--- src/rtl/hazard_pkg.sv ---
// Shared constants for hazard detection and operand selection:
// forwarding codes, controller states and the shadow-pipeline entry.
package hazard_pkg;

  localparam int unsigned REG_W  = 5;
  localparam int unsigned CODE_W = 4;
  localparam int unsigned CNT_W  = 16;

  // Forwarding codes: stage distance, producer kind, operand A/B
  localparam logic [CODE_W-1:0] FWD_NONE = 4'h0;
  localparam logic [CODE_W-1:0] FWD_E_A  = 4'h1;
  localparam logic [CODE_W-1:0] FWD_E_B  = 4'h2;
  localparam logic [CODE_W-1:0] FWD_M_A  = 4'h5;
  localparam logic [CODE_W-1:0] FWD_M_B  = 4'h6;
  localparam logic [CODE_W-1:0] FWD_ML_A = 4'h7;
  localparam logic [CODE_W-1:0] FWD_ML_B = 4'h8;
  localparam logic [CODE_W-1:0] FWD_W_A  = 4'h9;
  localparam logic [CODE_W-1:0] FWD_W_B  = 4'hA;
  localparam logic [CODE_W-1:0] FWD_WL_A = 4'hB;
  localparam logic [CODE_W-1:0] FWD_WL_B = 4'hC;

  typedef enum logic [1:0] {
    ST_RUN        = 2'd0,
    ST_LOAD_STALL = 2'd1,
    ST_DUAL_STALL = 2'd2
  } state_e;

  typedef struct packed {
    logic             valid;
    logic [REG_W-1:0] dest;
    logic             is_load;
  } shadow_t;

endpackage

--- src/rtl/fwd_lookup.sv ---
// Per-operand lookup: finds the nearest in-flight producer of a source
// register and turns its distance and kind into a forwarding code.
module fwd_lookup
  import hazard_pkg::*;
#(
  parameter bit IS_B = 1'b0
) (
  input  logic [REG_W-1:0]  reg_i,
  input  logic              uses_i,
  input  shadow_t           e_i,
  input  shadow_t           m_i,
  input  shadow_t           w_i,
  output logic [CODE_W-1:0] code_o,
  output logic              needs_fwd_o,
  output logic              load_use_o
);

  logic active;
  logic hit_e;
  logic hit_m;
  logic hit_w;

  assign active = uses_i && (reg_i != '0);
  assign hit_e  = active && e_i.valid && (e_i.dest == reg_i);
  assign hit_m  = active && m_i.valid && (m_i.dest == reg_i);
  assign hit_w  = active && w_i.valid && (w_i.dest == reg_i);

  // Nearest stage wins; a load one stage ahead has no code, only a stall
  always_comb begin
    code_o      = FWD_NONE;
    needs_fwd_o = 1'b0;
    load_use_o  = 1'b0;
    if (hit_e) begin
      needs_fwd_o = 1'b1;
      if (e_i.is_load) load_use_o = 1'b1;
      else             code_o     = IS_B ? FWD_E_B : FWD_E_A;
    end else if (hit_m) begin
      needs_fwd_o = 1'b1;
      if (m_i.is_load) code_o = IS_B ? FWD_ML_B : FWD_ML_A;
      else             code_o = IS_B ? FWD_M_B  : FWD_M_A;
    end else if (hit_w) begin
      needs_fwd_o = 1'b1;
      if (w_i.is_load) code_o = IS_B ? FWD_WL_B : FWD_WL_A;
      else             code_o = IS_B ? FWD_W_B  : FWD_W_A;
    end
  end

endmodule

--- src/rtl/hazard_detector.sv ---
// Decode-stage hazard detector: tracks in-flight destinations, emits the
// registered forwarding code for E and stalls on load-use or dual hazards.
module hazard_detector
  import hazard_pkg::*;
(
  input  logic              Clk,
  input  logic              Reset,
  input  logic [REG_W-1:0]  RsD,
  input  logic [REG_W-1:0]  RtD,
  input  logic              UsesRsD,
  input  logic              UsesRtD,
  input  logic              RegWriteD,
  input  logic              MemToRegD,
  input  logic [REG_W-1:0]  WriteRegD,
  output logic [CODE_W-1:0] ForwardTypeE,
  output logic              StallF,
  output logic              StallD,
  output logic              FlushE,
  output logic [CNT_W-1:0]  StallCnt
);

  shadow_t           sh_e_q, sh_m_q, sh_w_q, sh_e_d;
  state_e            state_q, state_d;
  logic [CODE_W-1:0] fwd_d;
  logic [CNT_W-1:0]  cnt_d;
  logic [CODE_W-1:0] code_a, code_b;
  logic              needs_a, needs_b, lu_a, lu_b;
  logic              load_use, dual, stall_c;

  fwd_lookup #(.IS_B(1'b0)) u_fwd_a (
    .reg_i(RsD), .uses_i(UsesRsD), .e_i(sh_e_q), .m_i(sh_m_q), .w_i(sh_w_q),
    .code_o(code_a), .needs_fwd_o(needs_a), .load_use_o(lu_a)
  );

  fwd_lookup #(.IS_B(1'b1)) u_fwd_b (
    .reg_i(RtD), .uses_i(UsesRtD), .e_i(sh_e_q), .m_i(sh_m_q), .w_i(sh_w_q),
    .code_o(code_b), .needs_fwd_o(needs_b), .load_use_o(lu_b)
  );

  assign load_use = lu_a | lu_b;
  assign dual     = needs_a & needs_b;

  // Held D is re-evaluated every cycle; being headed for a stall state is the stall
  always_comb begin
    state_d = ST_RUN;
    case (state_q)
      ST_RUN:        state_d = load_use ? ST_LOAD_STALL : (dual ? ST_DUAL_STALL : ST_RUN);
      ST_LOAD_STALL: state_d = load_use ? ST_LOAD_STALL : (dual ? ST_DUAL_STALL : ST_RUN);
      ST_DUAL_STALL: state_d = dual ? ST_DUAL_STALL : ST_RUN;
      default:       state_d = ST_RUN;
    endcase
  end

  assign stall_c = (state_d != ST_RUN);
  assign StallF  = stall_c;
  assign StallD  = stall_c;
  assign FlushE  = stall_c;

  always_comb begin
    sh_e_d = '0;
    fwd_d  = FWD_NONE;
    cnt_d  = StallCnt;
    if (!stall_c) begin
      if (RegWriteD && (WriteRegD != '0)) sh_e_d = '{valid: 1'b1, dest: WriteRegD, is_load: MemToRegD};
      fwd_d = needs_a ? code_a : code_b;
    end else if (StallCnt != '1) begin
      cnt_d = StallCnt + CNT_W'(1);
    end
  end

  always_ff @(posedge Clk or posedge Reset) begin
    if (Reset) begin
      state_q      <= ST_RUN;
      sh_e_q       <= '0;
      sh_m_q       <= '0;
      sh_w_q       <= '0;
      ForwardTypeE <= FWD_NONE;
      StallCnt     <= '0;
    end else begin
      state_q      <= state_d;
      sh_e_q       <= sh_e_d;
      sh_m_q       <= sh_e_q;
      sh_w_q       <= sh_m_q;
      ForwardTypeE <= fwd_d;
      StallCnt     <= cnt_d;
    end
  end

endmodule

--- config.mk ---
export PLATFORM = sky130hd
export DESIGN_NAME = hazard_detector
export DESIGN_NICKNAME = d
export VERILOG_FILES = /design/src/rtl/hazard_pkg.sv /design/src/rtl/fwd_lookup.sv /design/src/rtl/hazard_detector.sv
export SDC_FILE = /design/constraint.sdc
export NUM_CORES = 1
export LEC_CHECK = 0
export BUFFER_PORTS_ARGS = -buffer_cell sky130_fd_sc_hd__buf_2
export CAP_MARGIN = 20
export CORE_MARGIN = 3
export CORE_UTILIZATION = 58
export CTS_CLUSTER_SIZE = 20
export DETAILED_ROUTE_END_ITERATION = 7
export MAX_ROUTING_LAYER = met4
export PLACE_DENSITY = 0.85
export SLEW_MARGIN = 20
export SYNTH_ARGS = -nofsm -noshare
export SYNTH_HDL_FRONTEND = slang
export SYNTH_SLANG_ARGS = --single-unit
--- constraint.sdc ---
create_clock -name Clk -period 6.25 [get_ports Clk]
set_input_delay 0.625 -clock Clk [delete_from_list [all_inputs] [get_ports Clk]]
set_output_delay 0.625 -clock Clk [all_outputs]
set_load 0.01 [all_outputs]
* Yosys cells after proc, flatten, opt, wreduce, memory -nomap -nowiden
Cells that the tools add are included.
W data, S select, Z words.
** Word-level totals
- Bits in registers :: 43
- Output and inout bits :: 23
- Logic and storage cells :: 74
** Operators by class
- $add $sub $neg :: 1
- Eq/ne operators :: 9
- Muxes and demuxes :: 28
- Bitwise logic cells :: 2
- Reduce and logical (&&, ||, !) cells :: 22
** Operators by type and width (number)
- $mux W4 :: 9
- $eq A5 B5 Y1 :: 6
- $add A16 B1 Y16 const B :: 1
- $ne A16 B16 Y1 const B :: 1
- $logic_and A1 B1 Y1 :: 15
- $reduce_bool A5 Y1 :: 3
- $mux W7 :: 2
- $mux W1 :: 10
- $mux W2 :: 5
- $pmux W2 S2 :: 1
- $mux W3 :: 1
- $eq A2 B1 Y1 const B :: 1
- $eq A2 B2 Y1 const B :: 1
- $logic_not A2 Y1 :: 1
- $reduce_and A2 Y1 :: 1
- $reduce_bool A2 Y1 :: 1
- $reduce_or A2 Y1 :: 1
- $and A1 B1 Y1 :: 1
- $or A1 B1 Y1 :: 1

* Logic depth before layout (Yosys ltp)
Gate-level depths: netlist (run 1).
- Word-level depth :: 13
- Depth in mapped cells :: 9
- Mapped depth without buffers :: 8

* Hierarchy
Synthesis (run 1) repeated with hierarchy kept, for this count alone.
** Second synthesis, totals
- Cell total of the unflattened synthesis :: 199
- Area, all modules :: 2240.9 sq um
** By module, submodules not included
- hazard_detector :: instances 1, cells each 127, area each 1700.4 sq um, sequential area each 1076.0 sq um
- fwd_lookup (u_fwd_b) :: instances 1, cells each 41, area each 286.5 sq um, sequential area each 0.0 sq um
- fwd_lookup (u_fwd_a) :: instances 1, cells each 31, area each 254.0 sq um, sequential area each 0.0 sq um

* Least setup slack after synthesis (run 1)
No wires, ideal clock.
- Kind :: input -> output
- Start :: input RsD[0]
- End :: output StallD
- Arrival :: 2.080 ns
- Required time :: 5.625 ns
- Path slack :: 3.545 ns
- Stages on the path :: 6
- Path buffers :: 1
- Cells stage by stage :: or4_1 -> o21a_1 -> and4_4 -> o31ai_4 -> o21ai_2 -> buf_4
** Between the ends
- Longest elaborated chain between the ends :: 12
- Elaborated cells on any way between the ends :: 21
** Ends and longest elaborated chain
- from (decl) :: line hazard_detector.sv:8 : input logic [REG_W-1:0] RsD,
- $reduce_bool A5 Y1 :: line fwd_lookup.sv:23 : assign active = uses_i && (reg_i != '0);
- $logic_and A1 B1 Y1 :: line fwd_lookup.sv:23
- $logic_and A1 B1 Y1 (2 in a row) :: line fwd_lookup.sv:26 : assign hit_w = active && w_i.valid && (w_i.dest == reg_i);
- $mux W1 :: line fwd_lookup.sv:41 : end else if (hit_w) begin
- $mux W1 :: line fwd_lookup.sv:37 : end else if (hit_m) begin
- $mux W1 :: line fwd_lookup.sv:33 : if (hit_e) begin
- $and A1 B1 Y1 :: line hazard_detector.sv:41 : assign dual = needs_a & needs_b;
- $mux W2 :: line hazard_detector.sv:47, hazard_detector.sv:48, hazard_detector.sv:49
- $mux W2 :: line hazard_detector.sv:47, hazard_detector.sv:48
- $pmux W2 S2 * :: line hazard_detector.sv:46 : case (state_q)
- $reduce_bool A2 Y1 * :: line hazard_detector.sv:54 : assign stall_c = (state_d != ST_RUN);
- to (decl) :: line hazard_detector.sv:17 : output logic StallD,
Mark *: on every way between the ends. The rest lies on a longest branch, timed or not.

* Worst setup path after layout (run 1)
- Start :: input RsD[0]
- End :: output StallF
** Between the ends
- Longest elaborated chain between the ends :: 12
- Elaborated cells on any way between the ends :: 21
** Ends and longest elaborated chain
- $reduce_bool A5 Y1 :: line fwd_lookup.sv:23
- $logic_and A1 B1 Y1 :: line fwd_lookup.sv:23
- $logic_and A1 B1 Y1 (2 in a row) :: line fwd_lookup.sv:26
- $mux W1 :: line fwd_lookup.sv:41
- $mux W1 :: line fwd_lookup.sv:37
- $mux W1 :: line fwd_lookup.sv:33
- $and A1 B1 Y1 :: line hazard_detector.sv:41
- $mux W2 :: line hazard_detector.sv:47, hazard_detector.sv:48, hazard_detector.sv:49
- $mux W2 :: line hazard_detector.sv:47, hazard_detector.sv:48
- $pmux W2 S2 * :: line hazard_detector.sv:46
- $reduce_bool A2 Y1 * :: line hazard_detector.sv:54
- to (decl) :: line hazard_detector.sv:16 : output logic StallF,
Marks and branches as above.

==> impl_metrics.py, run 1 <==
metrics = {
    "sta": {
        "relative_max_transition_margin_pct": 46.2,
        "finalHoldViolCount": 0,
        "timing.final.crit_share_pct": 46.3,
        "grt_setup_unrepaired": "false",
        "tightest_slew_ps": 801,
        "worst_hold_slack_ps": 440,
        "final_period_minus_worst_setup_slack_ps": 2890,
        "fmax_mhz": 346,
        "setup-tns-final_ps": 0,
        "clock-skew-final_ps": 8.03,
        "final-setup-viol-count": 0,
        "slew_violations": 0,
    },
    "cts": {
        "cts-root-to-sink-buffers": 2,
        "numCtsBuffers": 5,
        "path_clk_slew_ps": 80,
        "tritoncts_clock_tree": "yes",
        "clock_insertion_delay_worst_skew_ps": 290,
        "post_cts_buffers": 0,
        "cts_num_sinks": 43,
        "postCtsHoldBufs": 0,
        "clk_root_buffer_cell": "sky130_fd_sc_hd__clkbuf_8",
        "cts_max_level": 2,
        "cts_repair_resize_count": 0,
    },
    "layout": {
        "drive_above_1_share_pct": 29.5,
        "antenna_cells": 0,
        "stdcell_count": 283,
        "regArea_um2": 1080,
        "finalNetCount": 258,
        "final.fill_count": 262,
        "multi_input_area_um2": 987,
        "syn2layout_area_growth_pct": 17.5,
        "finish.instance_area_um2": 2490,
    },
    "logic_synthesis": {
        "synth_async_sr_flop_share_pct": 100,
        "syn-instance-count": 188,
        "synthesis.area_per_instance_um2": 11.3,
        "synth_nets": 210,
        "syn-cell-area_um2": 2120,
        "dominant_cell_by_count_in_the_synthesized_netlist": "sky130_fd_sc_hd__dfrtp_1",
        "post_synth_main_area_contributors": "sky130_fd_sc_hd__dfrtp_1 51%, sky130_fd_sc_hd__xnor2_1 15%, sky130_fd_sc_hd__xor2_1 3.7%",
        "synth-compound-area-share_pct": 8.25,
        "yosys.area_share.adder_pct": 0.589,
        "ys_ff_latch": 43,
        "synth_commonest_cells": "43 x sky130_fd_sc_hd__dfrtp_1, 36 x sky130_fd_sc_hd__xnor2_1, 11 x sky130_fd_sc_hd__nand4_1",
        "synth_edf_count": 0,
        "postSynth.topFlopCell": "sky130_fd_sc_hd__dfrtp_1",
        "synth_top_family_by_area": "simple AND/OR/NAND/NOR gates",
        "post_synth_and_or_nand_nor_area_fraction_pct": 18.6,
        "yosys.area.top_type_share_pct": 50.7,
        "synth.yosys.seq_area_share_pct": 50.7,
        "synth_largest_area_cell": "sky130_fd_sc_hd__dfrtp_1",
        "yosysWarnings": 0,
        "synth_cell_type_count": 42,
        "synth.mux.area_fraction_pct": 0.530,
        "synth_xor_xnor_area_share_pct": 18.6,
    },
    "drt": {
        "first_pass_iters": 4,
        "wl_per_cell_um": 15.2,
        "totalWireLength_um": 4310,
        "drt_iter0_markers": 73,
        "via_per_inst": 5.50,
        "num_vias": 1557,
        "remaining_drc_errors": 0,
        "postRouteAntennaNets": 0,
    },
    "setup_path": {
        "critPathMaxStageDelay_ps": 540,
        "critPathMaxFanout": 5,
        "timing.critical_path.mode_cell": "sky130_fd_sc_hd__buf_2",
        "worstPathArrival_ps": 2270,
        "worstPathCellList": "buf_2 -> or4_1 -> o21a_1 -> and4_4 -> o31ai_4 -> o21ai_2 -> buf_2",
        "timing.reg2reg.setup_slack_ps": 3650,
        "criticalPathCategory": "input port to output pin",
        "worstSetupEndpointType": "output pin",
        "worst-endpoint-required_ps": 5620,
        "worstSetupStartpointType": "input port",
        "cpMaxStageDelayCell": "sky130_fd_sc_hd__or4_1",
    },
    "status": {
        "run_status": "complete, no violations",
    },
    "floorplan": {
        "effective_utilization_at_floorplan_pct": 61.7,
        "die_area_um2": 4420,
        "chipHeight_um": 66.5,
        "floorplan.die.width_um": 66.5,
        "io_pins": 44,
        "std_cell_rows": 21,
        "design.core.area_um2": 3440,
    },
    "power": {
        "leakagePower_nw": 1.17,
        "peak_supply_drop_mv": 0.145,
        "combPwrFrac_pct": 9.6,
        "power.net_switching_mw": 0.134,
        "power_share_of_the_clock_group_pct": 38.4,
        "p_seq_share_pct": 52.0,
        "total_power_mw": 0.577,
        "internal_power_mw": 0.443,
        "switching_fraction_of_total_power_pct": 23.2,
        "cellPowerDensity_nw_per_um2": 231,
    },
    "grt": {
        "global_route_wire_length_before_repair_um": 7170,
        "overflow_left_after_global_routing": 0,
        "grt_usage_pct": 22.6,
        "via_count_of_the_first_global_routing_pass": 1512,
        "antenna_violations_before_repair": 0,
        "grt_max_degree": 44,
    },
    "placement": {
        "placed_cell_area_um2": 2380,
        "post-place-cells": 275,
        "dp_hpwl_um": 3240,
        "port_buffers": 43,
        "routabilityCongestion": 0.917,
    },
    "min_path": {
        "min_path_type": "register to register",
    },
    "flow_run": {
        "drv.max_cap_violation_count": 0,
    },
}
==> sequential cells by signal, indices dropped and copies added, names as in the netlist <==
name	flops
state_q	2
ForwardTypeE	4
sh_w_q	7
sh_m_q	7
StallCnt	16
sh_e_q	7
==> power groups by stage <==
| stage | Sequential (mW) | Combinational [mW] | Clock [mW] |
|---|---|---|---|
| CTS | 0.300 | 0.0563 | 0.226 |
| detailed placement | 0.306 | 0.0559 | 0 |
| global route | 0.302 | 0.0623 | 0.237 |
| finish | 0.300 | 0.0555 | 0.222 |
| global placement | 0.305 | 0.0548 | 0 |
| floorplan | 0.304 | 0.0335 | 0 |
==> cell usage in the layout, fill, tap and decap left out, types with 2 or more instances in the layout <==
cell / instances
sky130_fd_sc_hd__a211oi_1: 2
sky130_fd_sc_hd__a21oi_1: 5
sky130_fd_sc_hd__and2_1: 2
sky130_fd_sc_hd__and3_1: 3
sky130_fd_sc_hd__and4_1: 2
sky130_fd_sc_hd__buf_2: 43
sky130_fd_sc_hd__clkbuf_8: 6
sky130_fd_sc_hd__dfrtp_1: 43
sky130_fd_sc_hd__inv_1: 9
sky130_fd_sc_hd__nand2_1: 10
sky130_fd_sc_hd__nand3_1: 5
sky130_fd_sc_hd__nand4_1: 11
sky130_fd_sc_hd__nor2_1: 8
sky130_fd_sc_hd__nor3_1: 6
sky130_fd_sc_hd__nor3_2: 3
sky130_fd_sc_hd__nor4_1: 4
sky130_fd_sc_hd__o211ai_1: 2
sky130_fd_sc_hd__o21ai_2: 3
sky130_fd_sc_hd__xnor2_1: 36
sky130_fd_sc_hd__xor2_1: 9
==> cell type report <==
| cell class | count | area share [%] |
|---|---|---|
| Clock buffer | 6 | 3.31 |
| Clock inverter | 2 | 1.40 |
| Inverter | 9 | 1.35 |
| Multi-Input combinational cell | 133 | 39.6 |
| Sequential cell | 43 | 43.1 |
| Tap cell | 46 | 2.31 |
| Timing Repair Buffer | 44 | 8.93 |
==> path summary, 6_finish.rpt <==
path                                to  cells after the start      start
max in group asynchronous  StallCnt[3]                      3      Reset
min                          sh_w_q[6]                      0  sh_m_q[6]
max                             StallF                      7     RsD[0]
min in group asynchronous  StallCnt[2]                      3      Reset
min reg2reg                  sh_w_q[6]                      0  sh_m_q[6]
max reg2reg                StallCnt[1]                      6  sh_w_q[5]
==> logic make-up (layout without fill, tap and decap cells) <==
family,count (synthesis),count (layout)
adders and majority gates,1,1
buffers and inverters,12,61
muxes,1,1
AOI/OAI and AO/OA,21,21
DFF,43,43
and+or+nand+nor,65,65
xor gates and xnor gates,45,45
==> metal layers <==
layer	global-route usage, %	wire, µm	up-vias
met5	-	0	-
met4	8.12	48	0
met3	5.90	296	8
met2	34.6	2160	52
met1	29.1	1800	745
li1	-	-	752
==> metrics by stage <==
stage | utilization, % | worst slack [ps]
after CTS | 72.5 | 3360
after floorplan | - | 3550
after global placement | 69.1 | 3380
after detailed placement | 69.1 | 3320
final | 72.5 | 3360
after global routing | 72.5 | 3190
==> worst max-delay path: cells and delay by family <==
family	cells	cell delay, ps
and+or+nand+nor	2	740
AOI/OAI and AO/OA	3	610
buffers and inverters	2	280
No activity file was read; power rests on OpenSTA's default activity.
==> run 2, diff against run 1 <==
--- a/config.mk
+++ b/config.mk
@@ -8,11 +8,11 @@
 export BUFFER_PORTS_ARGS = -buffer_cell sky130_fd_sc_hd__buf_2
 export CAP_MARGIN = 20
 export CORE_MARGIN = 3
-export CORE_UTILIZATION = 58
+export CORE_UTILIZATION = 49
 export CTS_CLUSTER_SIZE = 20
 export DETAILED_ROUTE_END_ITERATION = 7
 export MAX_ROUTING_LAYER = met4
-export PLACE_DENSITY = 0.85
+export PLACE_DENSITY = 0.76
 export SLEW_MARGIN = 20
 export SYNTH_ARGS = -nofsm -noshare
 export SYNTH_HDL_FRONTEND = slang
==> constraint.sdc (replaced) <==
create_clock -name Clk -period 2.4 [get_ports Clk]
set_input_delay 0.24 -clock Clk [delete_from_list [all_inputs] [get_ports Clk]]
set_output_delay 0.24 -clock Clk [all_outputs]
set_load 0.01 [all_outputs]
==> run 2 against run 1 <==
  * Total power increased to 2.6 times the previous value
  * Register-to-register slack worse by 3400 ps
  * Routed wire length shrank 5.1%
  * Critical path type is now register to output pin
  * Hold slack got worse by 380 ps
  * Highest routed layer unchanged
  * Global-route usage fell by 4.1 points
  * Sequential share of layout area is 1.8 points lower
  * Cell area is 4.5% higher
==> impl_metrics.py, run 2 (same netlist as run 1, synthesis figures left out) <==
metrics = {
    "layout": {
        "syn2layout_area_growth_pct": 22.7,
        "largest_register_ff_count": 16,
        "drive_above_1_share_pct": 33.7,
        "finalNetCount": 271,
        "finish.instance_area_um2": 2610,
        "antenna_cells": 0,
        "most-common-layout-cells": "43 x sky130_fd_sc_hd__dfrtp_1, 43 x sky130_fd_sc_hd__buf_2, 36 x sky130_fd_sc_hd__xnor2_1",
        "register_bank_with_the_most_flops": "StallCnt",
    },
    "grt": {
        "via_count_of_the_first_global_routing_pass": 1599,
        "grt_usage_pct": 18.5,
        "antenna_violations_before_repair": 0,
        "overflow_left_after_global_routing": 0,
        "grt_max_degree": 44,
        "global_route_wire_length_before_repair_um": 7220,
    },
    "cts": {
        "numCtsBuffers": 5,
        "post_cts_buffers": 0,
        "cts-root-to-sink-buffers": 2,
        "path_clk_slew_ps": 80,
        "clk_root_buffer_cell": "sky130_fd_sc_hd__clkbuf_8",
        "cts_max_level": 2,
        "clock_insertion_delay_worst_skew_ps": 300,
        "postCtsHoldBufs": 0,
        "tritoncts_clock_tree": "yes",
        "cts_num_sinks": 43,
    },
    "power": {
        "power.net_switching_mw": 0.352,
        "switching_fraction_of_total_power_pct": 23.8,
        "p_seq_share_pct": 52.7,
        "internal_power_mw": 1.13,
        "power_share_of_the_clock_group_pct": 36.9,
        "combPwrFrac_pct": 10.5,
        "cellPowerDensity_nw_per_um2": 568,
        "leakagePower_nw": 1.22,
        "peak_supply_drop_mv": 0.368,
    },
    "sta": {
        "fmax_mhz": 452,
        "timing.final.crit_share_pct": 92.2,
        "relative_max_transition_margin_pct": 65.2,
        "setup-tns-final_ps": 0,
        "clock-skew-final_ps": 6.76,
        "grt_setup_unrepaired": "false",
        "finalHoldViolCount": 0,
        "final.setup.worst_slack_ps": 187,
        "slew_violations": 0,
        "tightest_slew_ps": 523,
        "final-setup-viol-count": 0,
        "final_period_minus_worst_setup_slack_ps": 2210,
    },
    "setup_path": {
        "criticalPathCategory": "register to output pin",
        "worst-endpoint-required_ps": 2160,
        "timing.reg2reg.setup_slack_ps": 240,
        "logic_depth_of_the_worst_register_to_register_path": 6,
        "worstSetupStartpointType": "register",
        "worstSetupEndpointType": "output pin",
        "worstPathArrival_ps": 1970,
        "critPathMaxFanout": 5,
    },
    "placement": {
        "placed_cell_area_um2": 2480,
        "dp_hpwl_um": 3200,
        "port_buffers": 43,
        "post-place-ws_ps": -28.3,
        "routabilityCongestion": 0.828,
    },
    "floorplan": {
        "die_area_um2": 5160,
        "floorplan.die.width_um": 71.8,
        "design.core.area_um2": 4090,
        "std_cell_rows": 23,
        "chipHeight_um": 71.8,
        "effective_utilization_at_floorplan_pct": 52.0,
        "io_pins": 44,
    },
    "status": {
        "run_status": "complete, no violations",
    },
    "drt": {
        "totalWireLength_um": 4090,
        "wl_per_cell_um": 13.7,
        "num_vias": 1560,
        "drt_iter0_markers": 27,
        "remaining_drc_errors": 0,
        "via_per_inst": 5.22,
        "first_pass_iters": 4,
        "postRouteAntennaNets": 0,
    },
    "min_path": {
        "min_path_type": "input port to asynchronous set/reset pin",
    },
    "flow_run": {
        "drv.max_cap_violation_count": 0,
    },
}
run 2: cell count changes in the layout (fill, tap and decap cells not counted):
cell	before	now
sky130_fd_sc_hd__buf_4	1	14
sky130_fd_sc_hd__clkinvlp_4	0	1
sky130_fd_sc_hd__nor4_2	0	2
sky130_fd_sc_hd__clkinv_2	1	0
sky130_fd_sc_hd__clkbuf_8	6	5
sky130_fd_sc_hd__o21ai_4	1	2
sky130_fd_sc_hd__nor4_1	4	2
sky130_fd_sc_hd__o21ai_2	3	2
run 2: path summary, 6_finish.rpt:
kind                              start         endpoint
max                           sh_w_q[3]           StallD
min                               Reset      StallCnt[8]
max reg2reg                   sh_m_q[2]      StallCnt[1]
min reg2reg                   sh_e_q[6]        sh_m_q[6]
max in group asynchronous         Reset  ForwardTypeE[0]
min in group Clk           WriteRegD[4]        sh_e_q[5]
run 2: final cells by class:
class                      count  area (µm²)
clock buffer                   5        68.8
clock inverter                 2        37.5
fill                         346        1480
inverter                       9        33.8
multi-input combinational    133        1010
sequential                    43        1080
tap                           50        62.6
timing repair buffer          57         320
run 2: power by group through the flow:
| stage | sequential, mW | clock, mW | combinational (mW) |
|---|---|---|---|
| after floorplan | 0.792 | 0 | 0.0873 |
| after global placement | 0.794 | 0 | 0.152 |
| after detailed placement | 0.795 | 0 | 0.154 |
| after CTS | 0.780 | 0.560 | 0.155 |
| after global routing | 0.786 | 0.587 | 0.175 |
| final | 0.780 | 0.546 | 0.155 |
run 2: what timing repair did:
item	CTS	global route
pin swaps	0	1
resized for setup	1	2
endpoints found under the setup margin	2	10
run 2: metal layers:
metal	GRT usage (%)	part of all wire, %	vias to the layer above
met1	24.1	47	741
met5	-	0	-
met4	6.89	1.8	0
met2	28.5	48	28
li1	-	-	783
met3	3.93	3.8	8
run 2: critical path: stages (launching register included):
cell,delay (ps)
sky130_fd_sc_hd__dfrtp_1,400
sky130_fd_sc_hd__xor2_1,160
sky130_fd_sc_hd__nor4_2,310
sky130_fd_sc_hd__and4b_2,280
sky130_fd_sc_hd__buf_4,110
sky130_fd_sc_hd__nor3_2,40
sky130_fd_sc_hd__o21ai_2,210
sky130_fd_sc_hd__buf_2,160
run 2: metrics by stage:
stage,util [%],hold slack [ps],power (mW),cells
after floorplan,-,346,0.880,188
after global placement,60.7,400,0.945,292
after detailed placement,60.7,398,0.949,292
after CTS,63.5,75.7,1.50,299
after global routing,63.8,104,1.55,299
final,63.8,58.1,1.48,299
